## src/rtl/ldpc_float_pkg.sv

```systemverilog
// Shared float32 constants, FSM states and helpers for the LDPC decoder.
// Used by the column sum calculator and the variable node extrinsic unit.
package ldpc_float_pkg;

  localparam int EXP_W   = 8;
  localparam int MAN_W   = 23;
  localparam int BIAS    = 127;
  localparam int GUARD_W = 3;

  localparam logic [31:0] FP_ZERO    = 32'h0000_0000;
  localparam logic [31:0] FP_MAX_POS = 32'h7F7F_FFFF;
  localparam logic [31:0] FP_MAX_NEG = 32'hFF7F_FFFF;

  typedef enum logic [2:0] {
    S_IDLE,
    S_SUB1,
    S_SUB2,
    S_SUB3,
    S_DONE
  } state_t;

  function automatic logic [4:0] lzc28(input logic [27:0] v);
    lzc28 = 5'd28;
    for (int i = 0; i < 28; i++) begin
      if (v[i]) lzc28 = 5'(27 - i);
    end
  endfunction

endpackage

```

## src/rtl/fp32_sub.sv

```systemverilog
// Combinational float32 subtract y = a - b: flush-to-zero, truncation,
// saturation to the largest finite value instead of producing Inf.
module fp32_sub
  import ldpc_float_pkg::*;
(
  input  logic [31:0] a,
  input  logic [31:0] b,
  output logic [31:0] y
);

  localparam int MW = MAN_W + 1 + GUARD_W;

  logic [31:0]      w_bn;
  logic [30:0]      w_mag_a;
  logic [30:0]      w_mag_b;
  logic             w_swap;
  logic [31:0]      w_l;
  logic [31:0]      w_s;
  logic [EXP_W-1:0] w_el;
  logic [EXP_W-1:0] w_es;
  logic [MW-1:0]    w_ml;
  logic [MW-1:0]    w_ms;
  logic [MW:0]      w_m;
  logic [4:0]       w_lz;
  logic [MW:0]      w_norm;
  logic [9:0]       w_e;
  logic [MAN_W-1:0] w_frac;

  always_comb begin
    w_bn    = {~b[31], b[30:0]};
    w_mag_a = (a[30:23] == '0) ? '0 : a[30:0];
    w_mag_b = (b[30:23] == '0) ? '0 : b[30:0];
    w_swap  = w_mag_b > w_mag_a;
    w_l     = w_swap ? {w_bn[31], w_mag_b} : {a[31], w_mag_a};
    w_s     = w_swap ? {a[31], w_mag_a} : {w_bn[31], w_mag_b};
    w_el    = w_l[MAN_W +: EXP_W];
    w_es    = w_s[MAN_W +: EXP_W];
    w_ml    = {(w_el != '0), w_l[MAN_W-1:0], {GUARD_W{1'b0}}};
    w_ms    = {(w_es != '0), w_s[MAN_W-1:0], {GUARD_W{1'b0}}};
    // no sticky bit: anything past the guard bits is simply lost
    w_ms    = w_ms >> (w_el - w_es);
    if (w_l[31] == w_s[31]) w_m = {1'b0, w_ml} + {1'b0, w_ms};
    else                    w_m = {1'b0, w_ml} - {1'b0, w_ms};
    w_lz    = lzc28(w_m);
    w_norm  = w_m << w_lz;
    w_frac  = MAN_W'(w_norm >> (GUARD_W + 1));
    w_e     = {2'b00, w_el} + 10'd1 - {5'd0, w_lz};
    if (w_m == '0)
      y = FP_ZERO;
    else if (w_e[9] || w_e == '0)
      y = FP_ZERO;
    else if (w_e > 10'(2 * BIAS))
      y = w_l[31] ? FP_MAX_NEG : FP_MAX_POS;
    else
      y = {w_l[31], w_e[EXP_W-1:0], w_frac};
  end

endmodule

```

## src/rtl/variable_node_extrinsic_unit.sv

```systemverilog
// Extrinsic messages qi = T - ri for one column, computed serially over
// one shared subtractor, plus the hard decision bit (sign of T).
module variable_node_extrinsic_unit
  import ldpc_float_pkg::*;
(
  input  logic        clk,
  input  logic        clr,
  input  logic        start,
  input  logic [31:0] total,
  input  logic [31:0] r1,
  input  logic [31:0] r2,
  input  logic [31:0] r3,
  output logic [31:0] q1,
  output logic [31:0] q2,
  output logic [31:0] q3,
  output logic        hard_bit,
  output logic        busy,
  output logic        done
);

  state_t      r_state;
  state_t      w_next;
  logic [31:0] r_t;
  logic [31:0] r_r1;
  logic [31:0] r_r2;
  logic [31:0] r_r3;
  logic [31:0] r_q1;
  logic [31:0] r_q2;
  logic [31:0] r_q3;
  logic        r_hb;
  logic [31:0] w_b;
  logic [31:0] w_y;

  fp32_sub u_sub (
    .a (r_t),
    .b (w_b),
    .y (w_y)
  );

  always_ff @(posedge clk) begin
    if (clr) r_state <= S_IDLE;
    else     r_state <= w_next;
  end

  always_comb begin
    w_next = r_state;
    w_b    = r_r1;
    unique case (r_state)
      S_IDLE: if (start) w_next = S_SUB1;
      S_SUB1: w_next = S_SUB2;
      S_SUB2: begin
        w_b    = r_r2;
        w_next = S_SUB3;
      end
      S_SUB3: begin
        w_b    = r_r3;
        w_next = S_DONE;
      end
      S_DONE: w_next = S_IDLE;
      default: w_next = S_IDLE;
    endcase
  end

  always_ff @(posedge clk) begin
    if (clr) begin
      r_t  <= '0;
      r_r1 <= '0;
      r_r2 <= '0;
      r_r3 <= '0;
      r_q1 <= '0;
      r_q2 <= '0;
      r_q3 <= '0;
      r_hb <= 1'b0;
    end else begin
      if (r_state == S_IDLE && start) begin
        r_t  <= total;
        r_r1 <= r1;
        r_r2 <= r2;
        r_r3 <= r3;
      end
      if (r_state == S_SUB1) r_q1 <= w_y;
      if (r_state == S_SUB2) r_q2 <= w_y;
      if (r_state == S_SUB3) begin
        r_q3 <= w_y;
        r_hb <= r_t[31];
      end
    end
  end

  assign q1       = r_q1;
  assign q2       = r_q2;
  assign q3       = r_q3;
  assign hard_bit = r_hb;
  assign busy     = (r_state != S_IDLE);
  assign done     = (r_state == S_DONE);

endmodule

```

## config.mk

```make
export PLATFORM = sky130hd
export DESIGN_NAME = variable_node_extrinsic_unit
export DESIGN_NICKNAME = d
export VERILOG_FILES = /design/src/rtl/ldpc_float_pkg.sv /design/src/rtl/fp32_sub.sv /design/src/rtl/variable_node_extrinsic_unit.sv
export SDC_FILE = /design/constraint.sdc
export NUM_CORES = 1
export LEC_CHECK = 0
export CELL_PAD_IN_SITES_DETAIL_PLACEMENT = 1
export CELL_PAD_IN_SITES_GLOBAL_PLACEMENT = 2
export CORE_UTILIZATION = 32
export DETAILED_ROUTE_END_ITERATION = 12
export GPL_TIMING_DRIVEN = 0
export MAX_ROUTING_LAYER = met4
export PLACE_DENSITY_LB_ADDON = 0.1
export SLEW_MARGIN = 0
export SYNTH_ARGS = -nofsm -noshare
export SYNTH_HDL_FRONTEND = slang
export SYNTH_SLANG_ARGS = --single-unit
```

## constraint.sdc

```tcl
create_clock -name clk -period 19.1 [get_ports clk]
set_input_delay 3.82 -clock clk [delete_from_list [all_inputs] [get_ports clk]]
set_output_delay 3.82 -clock clk [all_outputs]
set_load 0.05 [all_outputs]
```

==> results.cfg <==
[floorplan]
coreArea_mm2 = 0.0553
die_y_um = 239
dieArea_mm2 = 0.0570
die_x_um = 239
ios = 230
core.rowCount = 86
initial_core_util_pct = 32.5

[logic_synthesis]
synth_compound_area_share_pct = 27.7
ys_top_cells_by_count = 477 x nand2_1, 290 x a21oi_1, 228 x dfxtp_1
syn_inst = 2482
synth_cell_type_count = 109
synth_top_cell_by_area = dfxtp_1
yosys.area_share.simple_pct = 24.0
yosysSeqAreaShare_pct = 25.4
muxShareOfSynthArea_pct = 8.51
synth_edf_count = 0
synth_top_family_by_area = compound AO/OA/AOI/OAI gates
syn_area_mm2 = 0.0180
ys.flop_type = dfxtp_1
yosys.area_share.xor_xnor_pct = 1.80
ys_seq_elements = 228
synth.most_common_cell = nand2_1
async_reset_ff_share_pct = 0
yosys_warnings = 0
yosys.area_share.adder_pct = 6.36
ys_top_cells_by_area = dfxtp_1 25%, nand2_1 10%, a21oi_1 8.1%
synth_top_cell_area_share_pct = 25.4
synth.avg_cell_area_um2 = 7.23
synth_nets = 2703

[cells_and_area]
design_area_mm2 = 0.0221
area_growth_pct = 23.1
fin_nets = 2959
drive_gt1_share_pct = 7.81

[cts]
clock_sinks = 228
cts_hold_buf = 0
clk_latency_ns = 0.57
cts_buffers = 27
h-tree-depth = 1
clk_pin_slew_ns = 0.06
cts_tree = yes
root_buffer = clkbuf_16
clock_path_buffers = 3

[setup_path]
cpMostUsedCell = a21oi_1
worst-path-buf-inv = 13
cp-end-kind = register
cp.arrival_ns = 18.64
slowest_stage = a221oi_4
crit_path_max_incr_delay_ns = 0.57
start_kind = register
required_ns = 19.58
worstPathMaxFanout = 19
path_class = reg2reg
cp_top_family = compound AO/OA/AOI/OAI gates

[detailed_routing]
postRouteAntennaNets = 0
dr.pass1.iters = 5
first_iter_violations = 960
wl_per_cell_um = 23.0
wirelength_um = 80600
viasPerCell = 5.54
num_vias = 19400
drc_errors = 0

[global_route]
grt_use_total_pct = 28.5
gr-total-overflow = 0
grt_max_degree = 15
grt_pass1_vias = 19900
antenna_found_initial = 1
grt_first_pass_wirelength_um = 121000

[timing]
maxSlewHeadroom_pct = 14.8
setup_viol = 0
finalHoldViolCount = 0
final.setup.tns_ns = 0
period_minus_slack_ns = 18.16
worst_pin_slew_ns = 1.26
fmax_ghz = 0.0551
fin_crit_sh_pct = 95.1
clock_skew_ns = 0.0316
final-max-slew-violation-count = 0

[placement]
dp_hpwl_um = 66200
gp_congestion = 0.946
dpl-instance-area_mm2 = 0.0212
io_buffer_count = 228

[min_path]
holdCritPathClass = reg2reg

[run_status]
status = complete, no violations

[flow_run]
cap_violations = 0
-- final timing paths --
path,from,to,slack (ns),cells past startpoint
worst min-delay path,r_r1[11],r_r1[11],0.46,2
worst max-delay path,r_state[2],q2[22],0.94,68
worst min register to register,r_r1[11],r_r1[11],0.46,2
worst max register to register,r_state[2],q2[22],0.94,68
-- cell usage in the layout, fill, tap and decap left out, types with 32 or more instances in the layout --
cell type and instances:
nor3_1 52, mux2i_1 82, nand2_1 477, o21ai_0 125, nand3_1 54, a21oi_1 290, clkbuf_1 112, dfxtp_1 228
clkdlybuf4s50_1 228, a21o_1 32, inv_1 97, nor2_1 195, ha_1 88
-- area by class of cell --
cell class                      count  area [µm²]
Fill cell                        6991       33200
Multi-Input combinational cell   1981       12400
Sequential cell                   228        4560
Timing Repair Buffer              229        2290
Tap cell                          748         936
Clock buffer                       38         757
Buffer                            166         726
Inverter                          105         394
Clock inverter                      6        52.6
Antenna cell                        1        2.50
-- what timing repair did --
item,CTS,global route
resized for setup,14,24
cloned,0,0
setup buffers,0,1
pin swaps,0,0
endpoints found under the setup margin,96,96
-- worst reg2reg max path, delay by kind of cell (launching register included) --
kind,cells,cell delay (ns)
xor gates and xnor gates,1,0.46
buffers and inverters,13,3.82
muxes,1,0.44
AOI/OAI and AO/OA,29,6.97
and+or+nand+nor,20,4.21
adders and majority gates,4,1.66
DFF,1,0.52
-- metrics by stage --
| step | util [%] | std cells | hold WS (ns) | setup slack [ns] |
|---|---|---|---|---|
| 3_3_place_gp | 38.3 | 3458 | 0.441 | -1.28 |
| 2_1_floorplan | - | 2482 | 0.432 | 4.93 |
| 6_report | 39.9 | 3502 | 0.457 | 0.944 |
| 3_5_place_dp | 38.3 | 3458 | 0.448 | -1.44 |
| 4_1_cts | 39.8 | 3502 | 0.457 | 0.0496 |
| 5_1_grt | 39.9 | 3502 | 0.468 | -0.0184 |
-- cells by family (layout without fill, tap and decap cells) --
group	count (synthesis)	count (layout)
mux	131	131
buf+inv	273	544
compound gates	769	769
fa+ha+maj	90	90
xor+xnor	36	36
other cells	0	1
flops	228	228
simple gates	955	955
-- metal layers --
metal  up-vias  GRT usage (%)  routed length [µm]
li1       9384              -                   -
met2       368           48.6               39200
met3        88           2.90                2920
met5         -              -                   0
met1      9547           36.1               36600
met4         0           7.03                1920
-- flip-flops by register name (all words and copies together) (netlist names) --
register / flops
r_t: 32
hard_bit: 1
q3: 32
r_r1: 32
q2: 32
r_r3: 32
r_state: 3
q1: 32
r_r2: 32
Power is not shown: default switching activity piles up to over one toggle a cycle in this logic, so the estimate is an artifact.
